===== src/rtl/regmux_seq3_pkg.sv =====
// Shared constants for the regmux_seq3 lane gather/serialize stage.
package regmux_seq3_pkg;
  localparam int LANES = 8;
  localparam int SEL_W = 3;
  localparam int CNT_W = 3;

  typedef enum logic {
    ST_IDLE = 1'b0,
    ST_EMIT = 1'b1
  } state_t;
endpackage


===== src/rtl/regmux_seq3.sv =====
// Snapshots eight lanes on start and streams a wrap-around window of them
// out over a valid/ready handshake, one beat per accepted cycle.
module regmux_seq3
  import regmux_seq3_pkg::*;
#(
  parameter int RSA_DW = 16
) (
  input  logic              clk,
  input  logic              sys_rst_n,
  input  logic              en,
  input  logic              start,
  input  logic [2:0]        start_sel,
  input  logic [2:0]        len,
  input  logic [RSA_DW-1:0] din_000,
  input  logic [RSA_DW-1:0] din_001,
  input  logic [RSA_DW-1:0] din_010,
  input  logic [RSA_DW-1:0] din_011,
  input  logic [RSA_DW-1:0] din_100,
  input  logic [RSA_DW-1:0] din_101,
  input  logic [RSA_DW-1:0] din_110,
  input  logic [RSA_DW-1:0] din_111,
  output logic [RSA_DW-1:0] dout,
  output logic [2:0]        dout_sel,
  output logic              dout_valid,
  input  logic              dout_ready,
  output logic              dout_last,
  output logic              busy,
  output logic              done
);

  state_t                  state_r;
  logic [RSA_DW-1:0]       bank_r [LANES];
  logic [SEL_W-1:0]        ptr_r;
  logic [CNT_W-1:0]        remain_r;
  logic [RSA_DW-1:0]       dout_r;
  logic                    valid_r;
  logic                    last_r;
  logic                    busy_r;
  logic                    done_r;
  logic [RSA_DW-1:0]       lane_s [LANES];
  logic [SEL_W-1:0]        nxt_ptr_s;

  // Gather the lane inputs into an indexable array and precompute the next lane.
  always_comb begin
    lane_s[0] = din_000;
    lane_s[1] = din_001;
    lane_s[2] = din_010;
    lane_s[3] = din_011;
    lane_s[4] = din_100;
    lane_s[5] = din_101;
    lane_s[6] = din_110;
    lane_s[7] = din_111;
    nxt_ptr_s = ptr_r + 3'd1;
  end

  // Control FSM, snapshot bank and registered output stream.
  always_ff @(posedge clk) begin
    if (!sys_rst_n || !en) begin
      state_r  <= ST_IDLE;
      for (int i = 0; i < LANES; i++) bank_r[i] <= '0;
      ptr_r    <= 3'd0;
      remain_r <= 3'd0;
      dout_r   <= '0;
      valid_r  <= 1'b0;
      last_r   <= 1'b0;
      busy_r   <= 1'b0;
      done_r   <= 1'b0;
    end else begin
      done_r <= 1'b0;
      case (state_r)
        ST_IDLE: begin
          if (start) begin
            for (int i = 0; i < LANES; i++) bank_r[i] <= lane_s[i];
            ptr_r    <= start_sel;
            remain_r <= len;
            dout_r   <= lane_s[start_sel];
            last_r   <= (len == 3'd0);
            valid_r  <= 1'b1;
            busy_r   <= 1'b1;
            state_r  <= ST_EMIT;
          end
        end
        ST_EMIT: begin
          if (valid_r && dout_ready) begin
            if (remain_r != 3'd0) begin
              ptr_r    <= nxt_ptr_s;
              remain_r <= remain_r - 3'd1;
              dout_r   <= bank_r[nxt_ptr_s];
              last_r   <= (remain_r == 3'd1);
            end else begin
              // dout and dout_sel deliberately keep the final beat
              state_r <= ST_IDLE;
              valid_r <= 1'b0;
              last_r  <= 1'b0;
              busy_r  <= 1'b0;
              done_r  <= 1'b1;
            end
          end
        end
        default: begin
          state_r <= ST_IDLE;
          valid_r <= 1'b0;
          last_r  <= 1'b0;
          busy_r  <= 1'b0;
        end
      endcase
    end
  end

  assign dout       = dout_r;
  assign dout_sel   = ptr_r;
  assign dout_valid = valid_r;
  assign dout_last  = last_r;
  assign busy       = busy_r;
  assign done       = done_r;

endmodule


===== config.mk =====
export PLATFORM = sky130hd
export DESIGN_NAME = regmux_seq3
export DESIGN_NICKNAME = d
export VERILOG_FILES = /design/src/rtl/regmux_seq3_pkg.sv /design/src/rtl/regmux_seq3.sv
export SDC_FILE = /design/constraint.sdc
export NUM_CORES = 1
export LEC_CHECK = 0
export BUFFER_PORTS_ARGS = -buffer_cell sky130_fd_sc_hd__buf_2
export CORE_ASPECT_RATIO = 0.8
export CORE_MARGIN = 10
export CORE_UTILIZATION = 55
export CTS_CLUSTER_DIAMETER = 80
export DETAILED_ROUTE_END_ITERATION = 16
export PLACE_DENSITY = 0.83
export SLEW_MARGIN = 20
export SYNTH_ARGS = -nofsm -noshare
export SYNTH_HDL_FRONTEND = slang
export SYNTH_SLANG_ARGS = --single-unit
export TNS_END_PERCENT = 20

===== constraint.sdc =====
create_clock -name clk -period 12.15 [get_ports clk]
set_clock_uncertainty 0.05 [all_clocks]
set_input_delay 0.6075 -clock clk [delete_from_list [all_inputs] [get_ports clk]]
set_output_delay 0.6075 -clock clk [all_outputs]
set_load 0.02 [all_outputs]

* Yosys cells after proc, flatten, opt, wreduce, memory -nomap -nowiden
Memory sizes are Yosys's and may differ from the RTL's. Cells that the tools add are included.
Word-level totals: bits in registers 26, bits in latches 0, memory bits (writable) 128, ROM bits 0, input bits 139, output and inout port bits 23, logic and storage cells 78, memories 1
Operators by class: $add $sub $neg 2, $mul 0, div/mod/pow operators 0, order comparisons 1, equal/unequal tests 5, shift operators 0, muxes and demuxes 41, bitwise gates (word level) 11, reduce and logical (&&, ||, !) cells 10
Memory list:
- bank_r | depth 8, bits a word 16, read ports 1, clocked after Yosys merged registers in 0, wr ports 8, line regmux_seq3.sv:32 | logic [RSA_DW-1:0] bank_r [LANES];
Operators with widths (count):
- $mux W16 | 13
- $bmux W16 S3 | 1
- $pmux W16 S2 | 1
- $mux W3 | 6
- $mux W1 | 15
- $pmux W3 S2 | 2
- $or A1 B1 Y1 | 8
- $pmux W1 S2 | 3
- $reduce_and A3 Y1 | 2
- $ge A4 B4 Y1 const B | 1
- $ne A2 B1 Y1 const B | 2
- $ne A2 B2 Y1 const B | 2
- $not A3 Y4 | 1
- $add A3 B1 Y3 const B | 1
- $eq A3 B1 Y1 const B | 1
- $logic_not A3 Y1 | 1
- $reduce_bool A3 Y1 | 1
- $reduce_or A3 Y1 | 1
- $sub A3 B1 Y3 const B | 1
- $logic_not A1 Y1 | 2
- $not A1 Y1 | 2
- $reduce_and A2 Y1 | 1
- $logic_and A1 B1 Y1 | 1
- $logic_or A1 B1 Y1 | 1

* Depth between registers and ports, before layout
Gate-level depths: netlist of the first run.
depth after elaboration 6, depth in mapped cells 7

* Least setup slack after synthesis of the first run
No wires, ideal clock.
path kind in2reg, start point input port en, end point memory bank_r[0][0], enable pin, arrival time 3142 ps, setup slack 7838 ps, stages 3, cell sequence and2_1 > clkbuf_1 > nand2_1
RTL lines:
- from (decl) | line regmux_seq3.sv:10 | input logic en,
- to (decl) | line regmux_seq3.sv:32

==> flow_summary_export.csv, run 1 <==
group,metric,value,unit
power,intPower,978,µW
drt,vias,5560,
floorplan,chipWidth,153,µm
timing,timing.final.ws_setup,9.34,ns
clock_network,cts_made_buffers,17,
placed_design,portBuffers,161,
critical_path,cp_top_family,"simple AND/OR/NAND/NOR gates",
timing,rsz0062_at_grt,"no",
global_route,grtUsageMet2,0.344,
floorplan,coreArea,13700,µm²
clock_network,postCtsHoldBufs,0,
power,powerDensity,141,nW/µm²
synth,synth_seq_area_share,0.562,
critical_path,critPathMaxFanout,68,
power,clockPowerShare,0.407,
synth,syn_area,7770,µm²
timing,worst_slew_pin_slew,1.14,ns
timing,setup_violations,0,
synth,synthesis.nets,679,
critical_path,cp_data_required_time,12.16,ns
global_route,grt_pass1_wl,32300,µm
timing,drv_slew,0,
synth,synth_top_cell_area_share,0.495,
global_route,first_global_vias,5936,
global_route,busiest_layer,"met2",
synth,synth_edf_count,128,
clock_network,cts_root_buffer,"clkbuf_16",
clock_network,clock_sink_count,154,
global_route,antenna_found_initial,1,
floorplan,io_pins,162,
critical_path,path_class,"reg -> reg",
cells_and_area,area_growth_syn_to_layout,18.0,%
synth,synth-seq-cells,154,
timing,period_minus_slack,2.81,ns
synth,postSynthAreaPerCell,14.5,µm²
clock_network,clockBufferDepth,2,
synth,yosysTopAreaCell,"edfxtp_1",
clock_network,cts_tree,"built",
clock_network,cts_resized,0,
global_route,use_met1,0.267,
timing,fin_tns_setup,0,ns
critical_path,critPathMaxStageDelay,0.79,ns
critical_path,crit_buf_inv,1,
critical_path,start_kind,"register",
clock_network,cts_max_level,4,
drt,routedWlPerCell,24.5,µm
power,p_leak,0.00413,µW
drt,drt-total-wl,21200,µm
synth,ys_types,39,
run_status,status,"finished, final reports clean",
synth,synthArstFlopShare,0,
power,power_frac_seq,0.475,
placed_design,place_ws,9.10,ns
flow_run,cap_violations,0,
synth,synth-main-ff-cell,"edfxtp_1",
worst_hold_path,hold_path.class,"reg -> reg",
global_route,grt_usage,0.215,
drt,ant_nets,0,
floorplan,rows,38,
placed_design,dp_hpwl,14200,µm
drt,drc_errors,0,
drt,vias_per_cell,6.44,
drt,first_pass_iters,5,
clock_network,insertion_delay,0.43,ns
drt,drtIter0Drc,688,
timing,fmax,356,MHz
global_route,use_met3,0.0784,
cells_and_area,drive_above_1_share,0.379,
cells_and_area,fin_nets,811,
synth,synth.area.top_cells,"edfxtp_1 49%, mux4_2 14%, and3_1 10%",
power,switching_share,0.244,
power,irDropWorstVdd,0.000106,V
critical_path,crit_chain,"nand2b_1, nand2_4, buf_4",
critical_path,cp_slowest_cell,"buf_4",
placed_design,routabilityCongestion,0.814,
clock_network,post_cts_buffers,0,
floorplan,die_h,126,µm
floorplan,initial_utilization,0.567,
global_route,grt_max_degree,113,
floorplan,die_area,19300,µm²
timing,slew-limit-headroom,0.242,
synth,yosys_warnings,0,
critical_path,critPathArrivalTime,2.82,ns
power,p_sw,315,µW
global_route,overflow,0,
timing,hold_violations,0,
synth,netlist_instances,536,
critical_path,cp-end-kind,"register",
power,combPwrFrac,0.117,
timing,fin_crit_sh,0.231,
clock_network,clkTransAtPathRegs,0.07,ns
metrics by stage:
stage | area [µm²] | hold WS, ns | utilization | total power (µW) | cells
after global routing | 9170 | 0.433 | 0.669 | 1330 | 862
after detailed placement | 8580 | 0.416 | 0.626 | 776 | 829
after CTS | 9160 | 0.425 | 0.669 | 1300 | 861
after global placement | 8580 | 0.393 | 0.626 | 767 | 829
after floorplan | 7770 | 0.382 | - | 718 | 536
final | 9170 | 0.430 | 0.670 | 1290 | 863
worst min-delay path: stages, from the launching register on:
cell	delay, ns
dfxtp_1	0.32
nand2_1	0.06
a21oi_1	0.05
state kept, by name, indices dropped and copies added (netlist names):
signal     flops
busy           1
done           1
dout_sel       3
dout          16
remain_r       3
dout_last      1
bank_r       128
state_r        1
area by class of cell:
class	instances	area (µm²)
Fill cell	978	4520
Clock buffer	17	425
Inverter	5	18.8
Sequential cell	154	4370
Multi-Input combinational cell	322	3110
Tap cell	180	225
Clock inverter	15	161
Timing Repair Buffer	168	861
Antenna cell	2	5.00
cells in the mapped netlist (5+ instances only):
library cell	count
edfxtp_1	128
buf_6	5
dfxtp_1	26
o21ai_0	18
a22oi_1	24
a21oi_1	12
buf_2	13
a31oi_1	10
and3_1	129
a211oi_1	5
inv_1	5
buf_4	5
mux4_1	11
nor2_1	7
mux4_2	49
clkbuf_1	31
mux2i_1	9
nand2_1	9
metal layers:
| layer | wire [µm] | share of wire | up-vias |
|---|---|---|---|
| li1 | - | - | 2460 |
| met1 | 8170 | 0.39 | 2743 |
| met2 | 10400 | 0.49 | 328 |
| met3 | 2230 | 0.11 | 29 |
| met4 | 395 | 0.019 | 0 |
| met5 | 0 | 0 | - |
power by group through the flow:
| stage | sequential [µW] | clock (µW) | combinational, µW |
|---|---|---|---|
| after floorplan | 627 | 0 | 91.4 |
| after global placement | 623 | 0 | 144 |
| after detailed placement | 626 | 0 | 150 |
| after CTS | 615 | 532 | 151 |
| after global routing | 617 | 554 | 163 |
| final | 615 | 527 | 152 |
placed cells by master, fill, tap and decap left out, drive strengths merged:
cell type,Yosys,routed
o311ai,2,2
mux2,2,2
a31oi,10,10
ha,4,4
o211ai,1,1
bufinv,0,2
inv,5,12
a22oi,24,24
mux2i,9,9
mux4,60,60
o31ai,3,3
clkbuf,31,17
nor3,3,3
or3b,1,1
nor2b,3,3
edfxtp,128,128
and3,129,129
nand3,2,2
nand2b,2,2
a211oi,5,5
o22ai,4,4
a21oi,13,13
or3,1,1
o21ai,19,19
dfxtp,26,26
nand2,9,9
a221oi,4,4
and2,2,2
clkinv,0,4
diode,0,2
xor2,1,1
o2bb2ai,1,1
buf,24,168
clkinvlp,0,2
nor2,8,8
cell families after synthesis:
group,after synthesis,synth area share
AND/OR/NAND/NOR,160,0.123
flip-flops,154,0.562
AO/OA/AOI/OAI,86,0.0734
multiplexers,71,0.194
buffers and inverters,60,0.0404
adder cells (fa/ha/maj),4,0.00644
XOR/XNOR,1,0.00113
path summary, 6_finish.rpt:
kind | start | to | slack (ns) | cells after the start
worst max-delay path | state_r$_SDFF_PP0_ | bank_r[3][1]$_SDFFCE_PN0P_ | 9.34 | 3
worst min-delay path | remain_r[1]$_SDFFE_PP0P_ | remain_r[1]$_SDFFE_PP0P_ | 0.43 | 2
worst max register to register | state_r$_SDFF_PP0_ | bank_r[3][1]$_SDFFCE_PN0P_ | 9.34 | 3
worst min register to register | remain_r[1]$_SDFFE_PP0P_ | remain_r[1]$_SDFFE_PP0P_ | 0.43 | 2
(Power assumes the default switching activity.)
==> inputs of run 2 (changes only) <==
Clock period 12.15 ns to 2.82 ns, I/O delays scaled along.
==> flow_summary_export.csv, run 2 (same netlist as run 1, synthesis figures left out) <==
group,metric,value,unit
flow_run,cap_violations,0,
power,intPower,4300,µW
run_status,status,"finished, final reports clean",
critical_path,cp-end-kind,"register",
worst_hold_path,hp-start,"din_101[12]",
clock_network,cts_tree,"built",
timing,period_minus_slack,2.37,ns
worst_hold_path,hold_path.class,"in -> reg",
timing,hold_violations,0,
clock_network,clkTransAtPathRegs,0.06,ns
drt,vias_per_cell,6.33,
timing,slew-limit-headroom,0.480,
timing,fmax,421,MHz
critical_path,start_kind,"register",
timing,fin_crit_sh,0.842,
power,powerDensity,546,nW/µm²
critical_path,cp_data_required_time,3.13,ns
floorplan,die_area,19300,µm²
critical_path,startpoint,"state_r$_SDFF_PP0_",
clock_network,cts_made_buffers,17,
power,power_frac_seq,0.469,
clock_network,cts_resized,0,
cells_and_area,fillers,803,
floorplan,rows,38,
cells_and_area,multi_input_area,3110,µm²
drt,first_pass_iters,8,
clock_network,insertion_delay,0.43,ns
critical_path,critPathArrivalTime,2.69,ns
power,irDropWorstVdd,0.000494,V
critical_path,critPathMaxFanout,19,
power,p_leak,0.00464,µW
critical_path,r2r_setup_slack,0.45,ns
placed_design,routabilityCongestion,0.877,
global_route,grt_pass1_wl,36600,µm
cells_and_area,largest_register_ffs,128,
power,switching_share,0.240,
critical_path,cp-endpoint,"dout[8]$_SDFFE_PP0P_",
floorplan,chipWidth,153,µm
global_route,overflow,0,
cells_and_area,area_growth_syn_to_layout,33.3,%
clock_network,clock_sink_count,154,
floorplan,initial_utilization,0.567,
floorplan,coreArea,13700,µm²
timing,rsz0062_at_grt,"no",
timing,drv_slew,0,
timing,fin_tns_setup,0,ns
global_route,grt_max_degree,102,
timing,setup_violations,0,
power,p_sw,1360,µW
clock_network,cts_max_level,4,
placed_design,portBuffers,161,
critical_path,r2r-start,"state_r$_SDFF_PP0_",
cells_and_area,fin_nets,931,
drt,drtIter0Drc,781,
power,clockPowerShare,0.388,
drt,drt-total-wl,23900,µm
placed_design,dp_hpwl,14700,µm
power,combPwrFrac,0.143,
cells_and_area,final_cell_mix,"161 x buf_2, 129 x and3_1, 128 x edfxtp_1",
global_route,grt_usage,0.243,
global_route,antenna_found_initial,1,
floorplan,die_h,126,µm
drt,vias,6217,
global_route,first_global_vias,6630,
cells_and_area,stdcell_area,10400,µm²
clock_network,clockBufferDepth,2,
cells_and_area,regArea,4370,µm²
critical_path,rr_worst_depth,4,
floorplan,io_pins,162,
placed_design,place_area,8670,µm²
clock_network,cts_root_buffer,"clkbuf_16",
critical_path,path_class,"reg -> reg",
drt,routedWlPerCell,24.4,µm
cells_and_area,drive_above_1_share,0.330,
cells_and_area,top_register,"bank_r",
timing,worst_slew_pin_slew,0.778,ns
cells_and_area,final_common_cell,"buf_2",
drt,ant_nets,0,
drt,drc_errors,0,
critical_path,regToRegEndpoint,"dout[8]$_SDFFE_PP0P_",
==> run 2: cell count changes in the layout (fill, tap and decap cells not counted), moves of 2 or more <==
cell           delta
clkinv_4          +2
inv_6             -6
clkinv_2          +2
buf_12            +3
clkbuf_1          +2
buf_4             +4
dlygate4sd3_1   +112
==> run 2: layout make-up <==
cell class	count	share of cell area
Antenna cell	1	0.000242
Clock buffer	19	0.0418
Clock inverter	13	0.0124
Inverter	5	0.00181
Multi-Input combinational cell	322	0.300
Sequential cell	154	0.421
Tap cell	180	0.0217
Timing Repair Buffer	288	0.200
==> run 2: layer usage <==
layer / global-route usage / share of wire
met5: 0 / 0
met4: 0.116 / 0.033
met2: 0.400 / 0.50
met3: 0.0851 / 0.11
met1: 0.281 / 0.36
==> run 2: how the worst min path moves through the flow <==
stage,end,slack (ns),depth (start not counted)
2_1_floorplan,dout_last$_SDFFE_PP0P_,0.30,3
3_3_place_gp,remain_r[1]$_SDFFE_PP0P_,0.39,2
3_5_place_dp,remain_r[1]$_SDFFE_PP0P_,0.40,2
4_1_cts,bank_r[2][2]$_SDFFCE_PN0P_,0.00002,2
5_1_grt,bank_r[0][5]$_SDFFCE_PN0P_,0.01,2
6_report,bank_r[5][12]$_SDFFCE_PN0P_,0.01,2
==> run 2: power groups by stage <==
| stage | Clock (µW) | Sequential, µW | Combinational, µW |
|---|---|---|---|
| 2_1_floorplan | 0 | 2700 | 394 |
| 3_3_place_gp | 0 | 2690 | 641 |
| 4_1_cts | 2210 | 2650 | 787 |
| 6_report | 2200 | 2650 | 811 |
| 3_5_place_dp | 0 | 2700 | 662 |
| 5_1_grt | 2290 | 2660 | 862 |
==> run 2: critical path, cell delays in order (launching register included) <==
cell and delay (ns):
dfxtp_1 0.77, inv_1 0.33, nor2_2 0.69, a22oi_1 0.24
a31oi_1 0.22
==> run 2: per-stage QoR <==
stage	setup slack [ns]	power (µW)	instances	hold slack (ns)	util
2_1_floorplan	0.180	3090	536	0.302	-
3_3_place_gp	0.652	3330	837	0.393	0.633
3_5_place_dp	0.552	3360	837	0.395	0.633
4_1_cts	0.536	5650	981	0.0000204	0.756
5_1_grt	0.278	5810	982	0.0105	0.757
6_report	0.446	5660	982	0.0119	0.757
==> run 2: what timing repair did <==
item                                   4_1_cts  5_1_grt
endpoints found under the hold margin      111        0
hold buffers                               112        0
buffers inserted                             0        0
